==> src/rtl/pb_pkg.sv <==
// Shared constants for the push-button conditioner: FSM state encoding,
// default timing for a 50 MHz clock and a helper for the counter-range check.
package pb_pkg;

  localparam logic [1:0] IDLE         = 2'd0;
  localparam logic [1:0] PRESS_WAIT   = 2'd1;
  localparam logic [1:0] PRESSED      = 2'd2;
  localparam logic [1:0] RELEASE_WAIT = 2'd3;

  localparam int DEF_CNT_WIDTH       = 26;
  localparam int DEF_DEBOUNCE_CYCLES = 500000;
  localparam int DEF_REPEAT_DELAY    = 25000000;
  localparam int DEF_REPEAT_PERIOD   = 5000000;

  // Widest counter the range check below can evaluate without overflow.
  localparam int MAX_CNT_WIDTH = 62;

  function automatic bit cyclesFit(input int cntWidth, input longint cycles);
    return (cntWidth >= 1) && (cntWidth <= MAX_CNT_WIDTH) &&
           (cycles >= 1) && (cycles < (longint'(1) << cntWidth));
  endfunction

endpackage

==> src/rtl/sync_2ff.sv <==
// Two-flop synchroniser for an asynchronous level; synchronous active-low
// reset clears both stages to 0.
module sync_2ff (
  input  logic clk,
  input  logic rst,
  input  logic d,
  output logic q
);

  logic s1;

  always_ff @(posedge clk) begin
    if (!rst) begin
      s1 <= 1'b0;
      q  <= 1'b0;
    end else begin
      s1 <= d;
      q  <= s1;
    end
  end

endmodule

==> src/rtl/pb_debounce_pulse.sv <==
// Push-button conditioner: synchronise, debounce, emit press/release strobes.
// Optional auto-repeat while held is enabled by defining PB_AUTOREPEAT_EN.
module pb_debounce_pulse
  import pb_pkg::*;
#(
  parameter int CNT_WIDTH       = DEF_CNT_WIDTH,
  parameter int DEBOUNCE_CYCLES = DEF_DEBOUNCE_CYCLES,
  parameter int REPEAT_DELAY    = DEF_REPEAT_DELAY,
  parameter int REPEAT_PERIOD   = DEF_REPEAT_PERIOD
) (
  input  logic clk,
  input  logic rst,
  input  logic BTN,
  output logic btn_level,
  output logic press_pulse,
  output logic release_pulse
);

  generate
    if (!(cyclesFit(CNT_WIDTH, longint'(DEBOUNCE_CYCLES)) &&
          cyclesFit(CNT_WIDTH, longint'(REPEAT_DELAY)) &&
          cyclesFit(CNT_WIDTH, longint'(REPEAT_PERIOD)))) begin : gCfgErr
      $error("pb_debounce_pulse: cycle-count parameter out of range for CNT_WIDTH");
    end
  endgenerate

  localparam logic [CNT_WIDTH-1:0] DEB_LAST = CNT_WIDTH'(DEBOUNCE_CYCLES - 1);

  logic                 btnSync;
  logic [1:0]           state;
  logic [CNT_WIDTH-1:0] cnt;

  sync_2ff uSync (
    .clk (clk),
    .rst (rst),
    .d   (BTN),
    .q   (btnSync)
  );

`ifdef PB_AUTOREPEAT_EN
  localparam logic [CNT_WIDTH-1:0] DELAY_LAST  = CNT_WIDTH'(REPEAT_DELAY - 1);
  localparam logic [CNT_WIDTH-1:0] PERIOD_LAST = CNT_WIDTH'(REPEAT_PERIOD - 1);

  // Set once the first (long) repeat interval has elapsed; later repeats use
  // the shorter period.
  logic repArmed;
`endif

  // cnt is shared: debounce timer in the *_WAIT states, repeat timer in PRESSED.
  always_ff @(posedge clk) begin
    if (!rst) begin
      state         <= IDLE;
      cnt           <= '0;
      btn_level     <= 1'b0;
      press_pulse   <= 1'b0;
      release_pulse <= 1'b0;
`ifdef PB_AUTOREPEAT_EN
      repArmed      <= 1'b0;
`endif
    end else begin
      press_pulse   <= 1'b0;
      release_pulse <= 1'b0;
      case (state)
        IDLE: begin
          if (btnSync) begin
            state <= PRESS_WAIT;
            cnt   <= '0;
`ifdef PB_AUTOREPEAT_EN
            repArmed <= 1'b0;
`endif
          end
        end
        PRESS_WAIT: begin
          if (!btnSync) begin
            state <= IDLE;
          end else if (cnt == DEB_LAST) begin
            state       <= PRESSED;
            cnt         <= '0;
            btn_level   <= 1'b1;
            press_pulse <= 1'b1;
          end else begin
            cnt <= cnt + 1'b1;
          end
        end
        PRESSED: begin
          if (!btnSync) begin
            state <= RELEASE_WAIT;
            cnt   <= '0;
`ifdef PB_AUTOREPEAT_EN
            repArmed <= 1'b0;
          end else if (cnt == (repArmed ? PERIOD_LAST : DELAY_LAST)) begin
            press_pulse <= 1'b1;
            cnt         <= '0;
            repArmed    <= 1'b1;
          end else begin
            cnt <= cnt + 1'b1;
`endif
          end
        end
        RELEASE_WAIT: begin
          if (btnSync) begin
            state <= PRESSED;
            cnt   <= '0;
          end else if (cnt == DEB_LAST) begin
            state         <= IDLE;
            btn_level     <= 1'b0;
            release_pulse <= 1'b1;
          end else begin
            cnt <= cnt + 1'b1;
          end
        end
        default: state <= IDLE;
      endcase
    end
  end

endmodule

==> config.mk <==
export PLATFORM = sky130hd
export DESIGN_NAME = pb_debounce_pulse
export DESIGN_NICKNAME = d
export VERILOG_FILES = /design/src/rtl/pb_pkg.sv /design/src/rtl/sync_2ff.sv /design/src/rtl/pb_debounce_pulse.sv
export SDC_FILE = /design/constraint.sdc
export NUM_CORES = 1
export LEC_CHECK = 0
export ABC_AREA = 1
export CORE_ASPECT_RATIO = 1.75
export CORE_UTILIZATION = 65
export CTS_CLUSTER_DIAMETER = 60
export DETAILED_ROUTE_END_ITERATION = 7
export PLACE_DENSITY = 0.82
export SKIP_LAST_GASP = 1
export SYNTH_ARGS = -nofsm -noshare
export SYNTH_HDL_FRONTEND = slang
export SYNTH_SLANG_ARGS = --single-unit
==> constraint.sdc <==
create_clock -name clk -period 5.52 [get_ports clk]
set_input_delay 0.828 -clock clk [delete_from_list [all_inputs] [get_ports clk]]
set_output_delay 0.828 -clock clk [all_outputs]
set_load 0.03 [all_outputs]
# After elaboration in Yosys (flattened, before gate mapping)
# Index checks and enable logic that the tools add are counted.
[classes] n_addsub=1 n_eq_ne=13 mux=20 n_bitwise=2 n_reduce_logical=7
[op_table] cell="26-bit 2-to-1 mux" count=6
[op_table] cell="26-bit one-hot mux with 4 select lines" count=1
[op_table] cell="26-bit by 1-bit adder with 26-bit output, second input constant" count=1
[op_table] cell="26-bit by 19-bit == test with 1-bit output, second input constant" count=1
[op_table] cell="2-bit 2-to-1 mux" count=6
[op_table] cell="2-bit != test, second input constant" count=4
[op_table] cell="2-bit one-hot mux with 4 select lines" count=1
[op_table] cell="4-bit AND reduction" count=2
[op_table] cell="3-bit by 2-bit != test with 1-bit output, second input constant" count=2
[op_table] cell="1-bit 2-to-1 mux" count=5
[op_table] cell="5-bit AND reduction" count=1
[op_table] cell="2-bit == test, second input constant" count=2
[op_table] cell="2-bit by 1-bit != test with 1-bit output, second input constant" count=2
[op_table] cell="3-bit != test, second input constant" count=1
[op_table] cell="3-bit AND reduction" count=1
[op_table] cell="3-bit OR reduction" count=1
[op_table] cell="2-bit by 1-bit == test with 1-bit output, second input constant" count=1
[op_table] cell="2-bit logical NOT" count=1
[op_table] cell="1-bit inverter" count=2
[op_table] cell="1-bit one-hot mux with 2 select lines" count=1
[op_table] cell="2-bit nonzero test" count=1
[totals] regBits=33 out_inout_bits=3 word_cells=50

# Depth between registers and ports, before layout
# Gate-level depths: netlist of the first run.
[depth] word_depth=4 depth_mapped=14 ltp_nobuf=13

# By module
# Synthesis of the first run repeated with hierarchy kept, for this count alone.
[unflattened] cells_unflattened=359 hier_area_um2=2180.8
[modules_own_cells] mod="pb_debounce_pulse" n_inst=1 cells_each=353 area_each_um2=2125.8
[modules_own_cells] mod="sync_2ff" n_inst=1 cells_each=6 area_each_um2=55.1

# Worst setup path before layout of the first run
# Ideal clock, no wire load.
[synth_timing] path_type="register to register" startpoint="register cnt[0]" endpoint="register cnt[10]" t_arrival_ns=1.667 t_required_ns=5.403 slack_ns=3.736 stages_incl_launch_ff=10 n_path_buf=1 period_less_slack_ns=1.784 cell_sequence="dfxtp_1 > ha_1 > nand2_1 > nor2_4 > nand4_2 > o21ai_4 > nand2_4 > clkbuf_1 > a31oi_1 > nor2_2"
[synth_via] elab_chain_len=4
[synth_rtl] item="from (decl)" line_no="pb_debounce_pulse.sv:31" source="logic [CNT_WIDTH-1:0] cnt;"
[synth_rtl] item="from (signal assigned)" line_no="pb_debounce_pulse.sv:82" source="cnt <= cnt + 1'b1;"
[synth_rtl] item="from (signal assigned)" line_no="pb_debounce_pulse.sv:109" source="cnt <= cnt + 1'b1;"
[synth_rtl] item="26-bit by 1-bit adder with 26-bit output / 26-bit by 19-bit == test with 1-bit output (equally long branches)"
[synth_rtl] item="26-bit 2-to-1 mux, on equally long branches" line_no="pb_debounce_pulse.sv:104, pb_debounce_pulse.sv:76"
[synth_rtl] item="26-bit 2-to-1 mux, on equally long branches" line_no="pb_debounce_pulse.sv:101, pb_debounce_pulse.sv:74"
[synth_rtl] item="26-bit one-hot mux with 4 select lines" line_no="pb_debounce_pulse.sv:63" source="case (state)"
# Several ways; a longest one is shown, not always the timed one. The select of a mux whose other input is x is not followed.
# A chain may end at the register's enable or synchronous reset.

# Worst setup path in the final report of the first run
[layout_timing] startpoint="register cnt[0]" endpoint="register cnt[24]"
# Same word-level chain as after synthesis.

==> results of run 1 <==
routing by layer:
metal | track usage | up-vias | wire (um)
met2 | 0.606 | 85 | 2910
met3 | 0.0621 | 35 | 237
li1 | - | 1142 | -
met4 | 0.267 | 0 | 353
met5 | 0 | - | 0
met1 | 0.342 | 1014 | 2110
flip-flops by register name, summed over array words and instances (netlist names), named ones only:
register / cells
state: 1
uSync.q: 1
release_pulse: 1
btn_level: 1
uSync.s1: 1
press_pulse: 1
cnt: 26
power by group through the flow:
stage | combinational [mW] | sequential, mW | clock (mW)
global placement | 0.0368 | 0.250 | 0
floorplan | 0.0321 | 0.249 | 0
CTS | 0.0377 | 0.244 | 0.184
global route | 0.0408 | 0.245 | 0.191
detailed placement | 0.0376 | 0.250 | 0
finish | 0.0377 | 0.244 | 0.182
through the flow:
| step | total power, mW | util | setup slack [ps] |
|---|---|---|---|
| finish | 0.464 | 0.729 | 3060 |
| global route | 0.477 | 0.729 | 2880 |
| CTS | 0.466 | 0.729 | 3090 |
| detailed placement | 0.287 | 0.701 | 3120 |
| global placement | 0.286 | 0.701 | 3180 |
| floorplan | 0.281 | - | 3740 |
area by class of cell:
cell class / instances / area (um^2) / area share
multi-input cells: 263 / 1290 / 0.558
flip-flops and latches: 33 / 661 / 0.286
repair buffers: 5 / 50.0 / 0.0216
clock buffers: 7 / 86.3 / 0.0373
well taps: 43 / 53.8 / 0.0233
inverters: 46 / 173 / 0.0746
cells in the final DEF (no fill, tap or decap), types with 3 or more instances in the layout:
cell	instances
nand2_1	73
nor2_1	57
nand3_1	39
dfxtp_1	33
inv_1	30
nand4_1	20
a21oi_1	17
nor2_2	13
nand2_2	12
nor3_1	12
inv_2	10
clkinv_1	6
clkbuf_8	6
clkdlybuf4s50_1	5
o21ai_0	4
nand2_4	3
critical path, delay by kind of cell (launching register included):
family | cells | cell delay (ps)
simple gates | 8 | 1280
flops | 1 | 370
buf+inv | 1 | 270
fa+ha+maj | 1 | 170
compound gates | 1 | 310
cells by family (layout without fill, tap and decap cells):
group	after synthesis	after routing
adders and majority gates	1	1
buffers and inverters	55	58
DFF	33	33
xor gates and xnor gates	3	3
and+or+nand+nor	233	233
AOI/OAI and AO/OA	26	26
final timing paths:
kind	start	end	slack (ps)	cells after the start
worst max register to register	cnt[0]$_SDFFE_PN0P_	cnt[24]$_SDFFE_PN0P_	3060	11
worst min-delay path	uSync.s1$_SDFF_PN0_	uSync.q$_SDFF_PN0_	450	2
worst min register to register	uSync.s1$_SDFF_PN0_	uSync.q$_SDFF_PN0_	450	2
worst max-delay path	cnt[0]$_SDFFE_PN0P_	cnt[24]$_SDFFE_PN0P_	3060	11
==> summary by stage, run 1 <==
Yosys
Of the synthesized area, sequential elements account for 0.304. The warning count from the yosys run is 0. Of the total synthesized cell area, the portion taken by AND, OR, NAND and NOR gates is 0.505.

Of the post-synthesis cell area, the dominant cell type holds 0.304. Of the total synthesized cell area, the portion taken by full adders, half adders and majority gates is 0.00577. The average cell area after synthesis is a little over 6 um^2. The main combinational cell family by area after synthesis is simple AND/OR/NAND/NOR gates.

The mux contribution to synthesized area is 0. The share of the synthesized area in compound gates (AO/OA/AOI/OAI) is 0.0681. Of all cell types, the one taking the most synthesized area is dfxtp_1.

The post-synthesis net count is ~360. The synthesized netlist occupies a cell area of between 2000 and 2500 um^2. In the synthesized netlist the async set-or-reset flop fraction comes to 0. By instance count, the leading cell after synthesis is nand2_1.

The count of different cell masters after synthesis is 30. In the post-synthesis netlist, the biggest area contributors are dfxtp_1 (30%), nand2_1 (13%), nor2_1 (9.9%). Sorting the synthesized cells by how often they occur yields nand2_1 (73), nor2_1 (57), nand3_1 (39).

The main flop type after synthesis is dfxtp_1. The count of flip-flops with a built-in enable after synthesis is 0. Of the total synthesized cell area, the portion taken by XOR and XNOR cells is 0.0156. In this run, synthesis produced a sequential element count of 33. The number of instances in the synthesized netlist is about 350.

Layout
The share of layout cells above drive strength 1 is 0.136. The number of inserted filler cells in the final layout is ~320. Once layout is done, the placed cells without fillers occupy 2310 um^2. 0 antenna diodes ended up in the layout. The final cell count without fillers is around 400. Compared with the post-synthesis result, the final layout area differs by 6.63%. The final net count is between 300 and 400.

Timing
The number of slew-limit violations in the final report is 0. Measured against its own limit, the worst slew margin works out to 0.670. The share of the cycle needed by the critical path after routing is 0.445. The setup violation total in the final timing report is 0. On the final layout, the worst clock skew is a little under 7 ps. The maximum clock rate is 0.407 GHz. In the final timing run, aggregate negative setup slack is 0 ps. Setup repair after global routing left no endpoint under its margin. The hold violation count in the final report was 0. The minimum clock period is approximately 2500 ps.

The worst-case hold slack is about 450 ps. The worst-margin pin slew is around 500 ps.

Drt
After detailed routing, the number of vias per cell comes to 5.73. The initial detailed-routing violation count is approximately 120. The number of optimization iterations in the first detailed-route pass is 5. After detailed routing, the average wire length per cell comes to 14.1 um.

The final routed DRC violation total is 0. The wire length after detailed routing is between 5 and 6 mm. In this run the remaining antenna-violating nets after routing total 0. Summing over every cut layer, the via total after detailed routing is between 2,000 and 2,500.

Worst hold path
The classification of the worst-slack hold path is reg2reg.

Power
Of the total power, registers draw 0.527. The switching part of the total power is 0.246. Internal power comes to around 350 uW. The share of total power dissipated in combinational logic is 0.081.

The peak supply drop is 0.198 mV. Dividing total power by cell area gives a power density of approximately 200 nW/um^2. The analysis attributes to cell leakage a power of between 0.8 and 0.9 nW. Summed over all nets, the switching power comes to 114 uW. The part of the total power dissipated in the clock network is 0.392.

Placement
Once placement completed, the tool counted placed cells totaling 390. The instance area at placement is roughly 2200 um^2. The HPWL after detailed placement is 4.35 mm. Routability-driven placement finished with a final weighted congestion of 0.944. The total of buffers placed on input and output ports is 5.

Global routing
The first global-routing pass estimated 9.09 mm of wire. The initial antenna violation count is 0. The via count of the first global-routing pass is between 2,000 and 2,500. The global-route congestion overflow total is 0. The aggregate global-route resource usage is 0.351.

The maximum number of pins on one net before global-route repair is 42.

CTS
The deepest clock path buffer count is 2. The number of levels in the clock H-tree is 2. In this run, post-CTS hold repair placed 0 buffers. CTS saw 33 sinks.

In this run, CTS created clock tree buffers numbering 5. TritonCTS built the clock tree. After clock tree synthesis, the setup repair step added 0 buffers. Clock tree synthesis selected as its root buffer the cell clkbuf_8. After clock tree synthesis, the clock-pin slew on the worst setup and hold paths is 70 ps. The quantity of gates resized following cts is 0.

The clock reaches the later pin of the worst-skew pair after 290 ps.

Die
In this run the count of I/O pins placed on the die edge is 6. The region available for standard cell placement spans between 3000 and 4000 um^2. The floorplan has 27 rows. The vertical die dimension is 78.4 um.

The floorplan step defined a die boundary enclosing roughly 3600 um^2. The initial core utilization is 0.683. The die boundary width is approximately 46 um.

Critical path
The standard cell with the maximum stage delay on the critical path is dfxtp_1. The kind of end point of the critical path is a flip-flop. The dominant cell type by count on the critical path is nand2_4. The stage delay of the slowest cell on the critical path is 370 ps. The arrival time at the worst endpoint is about 2700 ps.

The worst setup path is of the reg2reg kind. Of all nets on the critical path, the largest fanout is 41. The signal on the critical path passes through ha_1 -> nand2_1 -> nor2_4 -> nand4_2 -> o21ai_4 -> nand2_4 -> nand2_4 -> nand2_4 -> inv_2 -> nand2_1 -> nor2_1. Data on the critical path is required at its endpoint by approximately 5800 ps.

The launching element type of the critical path is a flip-flop.

Status
The flow ran to the end, and the final reports show no timing, DRC or antenna violations.

Flow run
Max-cap violations in this run came to 0.
Power figures use the tool's default switching activity.
==> inputs of run 2 (changes only) <==
--- a/config.mk
+++ b/config.mk
@@ -7,10 +7,10 @@
 export LEC_CHECK = 0
 export ABC_AREA = 1
 export CORE_ASPECT_RATIO = 1.75
-export CORE_UTILIZATION = 65
+export CORE_UTILIZATION = 61
 export CTS_CLUSTER_DIAMETER = 60
 export DETAILED_ROUTE_END_ITERATION = 7
-export PLACE_DENSITY = 0.82
+export PLACE_DENSITY = 0.78
 export SKIP_LAST_GASP = 1
 export SYNTH_ARGS = -nofsm -noshare
 export SYNTH_HDL_FRONTEND = slang
==> constraint.sdc (replaced) <==
create_clock -name clk -period 2.4 [get_ports clk]
set_input_delay 0.36 -clock clk [delete_from_list [all_inputs] [get_ports clk]]
set_output_delay 0.36 -clock clk [all_outputs]
set_load 0.03 [all_outputs]
==> summary by stage, run 2 (synthesis gave the netlist of run 1 again) <==
Status
The run finished with clean final reports.

Layout
The register containing the most flip-flops in the final layout is cnt. The sequential standard cell area was 661 um^2 (unchanged). The layout overhead on the synthesized area is 9.28%. The share of layout cells above drive strength 1 was 0.145 (+0.00966). The number of inserted filler cells in the final layout is 325 (+1.9%).

The flip-flop count of the largest register, all copies and words added is 26 (unchanged). The total non-filler cell area in the finished layout came to 2370 um^2 (+2.5%). The footprint of the multi-input gates is 1290 um^2 (unchanged). The most frequent standard cell in the layout excluding fill and tap cells is nand2_1. Leaving out fill and tap cells, the most frequent cells in the layout are nand2_1 (73), nor2_1 (57), nand3_1 (39). The final net count was 361 (+0.84%). The share of the core filled with cells in the final layout was 0.698 (-0.0308).

The number of antenna cells inserted was 0 (unchanged).

Drt
The number of optimization iterations in the first detailed-route pass was 4 (-1). The count of nets left with antenna violations after detail routing is 0 (unchanged). The vias after detailed routing is 2,306 (+1.3%). The wire length after detailed routing is 5.72 mm (+1.8%). The initial detailed-routing violation count is 114 (-2.6%). The final routed DRC violation total was 0 (unchanged). The average wire per cell in the routed design is 14.2 um (+0.32%). The via-per-instance ratio is 5.72 (-0.19%).

Timing
The worst slew slack as a fraction of its limit is 0.701 (+0.0311). Setup repair after global routing left no endpoint under its margin. The clock tree skew after final layout is 5.29 ps (-1.57 ps).

The maximum clock rate came to 0.462 GHz (+13%). The setup violation total in the final timing report is 0 (unchanged). The worst-margin pin slew is 446 ps (-46.5 ps).

The number of slew-limit violations in the final report is 0 (unchanged). The summed negative setup slack over all endpoints came to 0 ps (unchanged). The minimum clock period is 2160 ps (-291 ps). The share of the cycle needed by the critical path after routing was 0.902 (+0.457).

The hold violation count in the final report is 0 (unchanged).

Die
The top-level I/O count came to 6 (unchanged). The number of cell rows is 28 (+3.7%). The die boundary width was 47.1 um (+3.1%). The initial core utilization came to 0.638 (-0.0448). The vertical die dimension is 80.9 um (+3.1%). The area enclosed by the die boundary is 3810 um^2 (+6.3%). The area inside the core boundary came to 3400 um^2 (+7.0%).

Global routing
The global-route congestion overflow total is 0 (unchanged). The initial antenna violation count is 0 (unchanged). The wire length of the first global-routing pass was 9.38 mm (+3.2%). The via count of the first global-routing pass is 2,096 (-2.8%). The aggregate global-route resource usage is 0.346 (-0.00476). The maximum number of pins on one net before global-route repair was 23 (-45%).

Critical path
The stage delay of the slowest cell on the critical path is 370 ps (about the same). The arrival time at the worst endpoint is 2350 ps (-340 ps). The critical path goes through ha_1 -> nand2_1 -> nor2_4 -> nand4_2 -> o21ai_4 -> nand2_4 -> buf_4 -> nand3_1 -> nand2_1 -> nand2_2 -> nor2_2. The worst setup path is captured at a flip-flop. The worst register-to-register path begins at cnt[0]$_SDFFE_PN0P_. The dominant cell type by count on the critical path is nand2_1.

The launching element type of the critical path is a flip-flop. The critical path data required time is 2590 ps (-3160 ps). The worst-case register-to-register setup slack was 240 ps (-2830 ps). The maximum fanout along the worst path is 22 (-46%). The setup path with the least slack is of type reg2reg. The worst-case reg-to-reg path depth came to 11 (unchanged).

The largest individual stage delay along the critical path comes from the cell dfxtp_1. The end of the worst register-to-register path is cnt[21]$_SDFFE_PN0P_.

Worst hold path
The worst hold path begins at uSync.s1$_SDFF_PN0_. The worst min-delay path endpoint is uSync.q$_SDFF_PN0_. The count of cells along the worst hold path is 2 (unchanged). The tightest min-delay check is of the reg2reg type.

CTS
The register clock-pin slew on the reported worst setup and hold paths is 70 ps (about the same). The deepest clock path buffer count is 2 (unchanged). The tree is rooted in a clkbuf_8. The number of buffers created by CTS is 5 (unchanged). The clock sink count is 33 (unchanged). The number of levels in the clock H-tree was 2 (unchanged).

The worst-skew pair later-pin latency is 290 ps (about the same). The clock tree from TritonCTS is built.

Power
The peak supply drop is 0.373 mV (+88%). The static leakage power is 0.912 nW (+3.4%). The overall power of the completed layout is 1.20 mW (+160%). The power per standard cell area came to 504 nW/um^2 (+150%).

Placement
The routability-driven placement congestion ratio is 0.958 (+1.4%). The instance area at placement is 2250 um^2 (+1.1%). The total of buffers placed on input and output ports came to 5 (unchanged). The detailed-placement wirelength estimate is 4.42 mm (+1.6%).

Flow run
The number of violations of the max-capacitance limit came to 0 (unchanged).
run 2: changes by cell type in the layout (fill, tap and decap cells not counted):
cell,before,now
inv_4,0,1
bufinv_16,0,1
inv_2,10,9
buf_4,0,3
run 2: metrics by stage:
stage          hold slack [ps]  instances  setup WS, ps
4_1_cts                    438        403           135
3_5_place_dp               424        395           158
5_1_grt                    475        403          10.3
6_report                   430        403           235
2_1_floorplan              390        351           616
3_3_place_gp               424        395           242
run 2: power breakdown:
group | total, mW | internal (mW) | switching (mW)
Clock | 0.545 | 0.338 | 0.206
Combinational | 0.0893 | 0.0254 | 0.0639
Sequential | 0.562 | 0.554 | 0.00757
run 2: routing by layer:
layer / vias to the layer above / track usage / wire [um]
met5: - / 0 / 0
met1: 1034 / 0.360 / 2070
li1: 1145 / - / -
met2: 95 / 0.575 / 2990
met3: 32 / 0.0889 / 303
met4: 0 / 0.234 / 356
run 2: worst max path at each step:
| stage | startpoint | endpoint | slack, ps | cells past startpoint |
|---|---|---|---|---|
| global route | cnt[0]$_SDFFE_PN0P_ | cnt[22]$_SDFFE_PN0P_ | 10 | 11 |
| floorplan | cnt[0]$_SDFFE_PN0P_ | cnt[10]$_SDFFE_PN0P_ | 620 | 9 |
| finish | cnt[0]$_SDFFE_PN0P_ | cnt[21]$_SDFFE_PN0P_ | 240 | 11 |
| CTS | cnt[0]$_SDFFE_PN0P_ | cnt[24]$_SDFFE_PN0P_ | 140 | 11 |
| detailed placement | cnt[0]$_SDFFE_PN0P_ | cnt[22]$_SDFFE_PN0P_ | 160 | 11 |
| global placement | cnt[0]$_SDFFE_PN0P_ | cnt[24]$_SDFFE_PN0P_ | 240 | 11 |
run 2: final cells by class:
type / count / share of cell area
timing repair buffer: 8 / 0.0306
multi-input combinational: 263 / 0.544
sequential: 33 / 0.279
clock buffer: 7 / 0.0364
inverter: 46 / 0.0739
tap: 45 / 0.0237
clock inverter: 1 / 0.0127
run 2: timing repair:
item	in CTS	in global routing
endpoints found under the setup margin	0	12
gates resized for setup	0	2
hold buffers	0	0
buffers inserted	0	0
run 2: worst max-delay path, delay by kind of cell (launching register included):
| family | cells | cell delay [ps] |
|---|---|---|
| flops | 1 | 370 |
| fa+ha+maj | 1 | 190 |
| compound gates | 1 | 270 |
| buf+inv | 1 | 280 |
| simple gates | 8 | 970 |
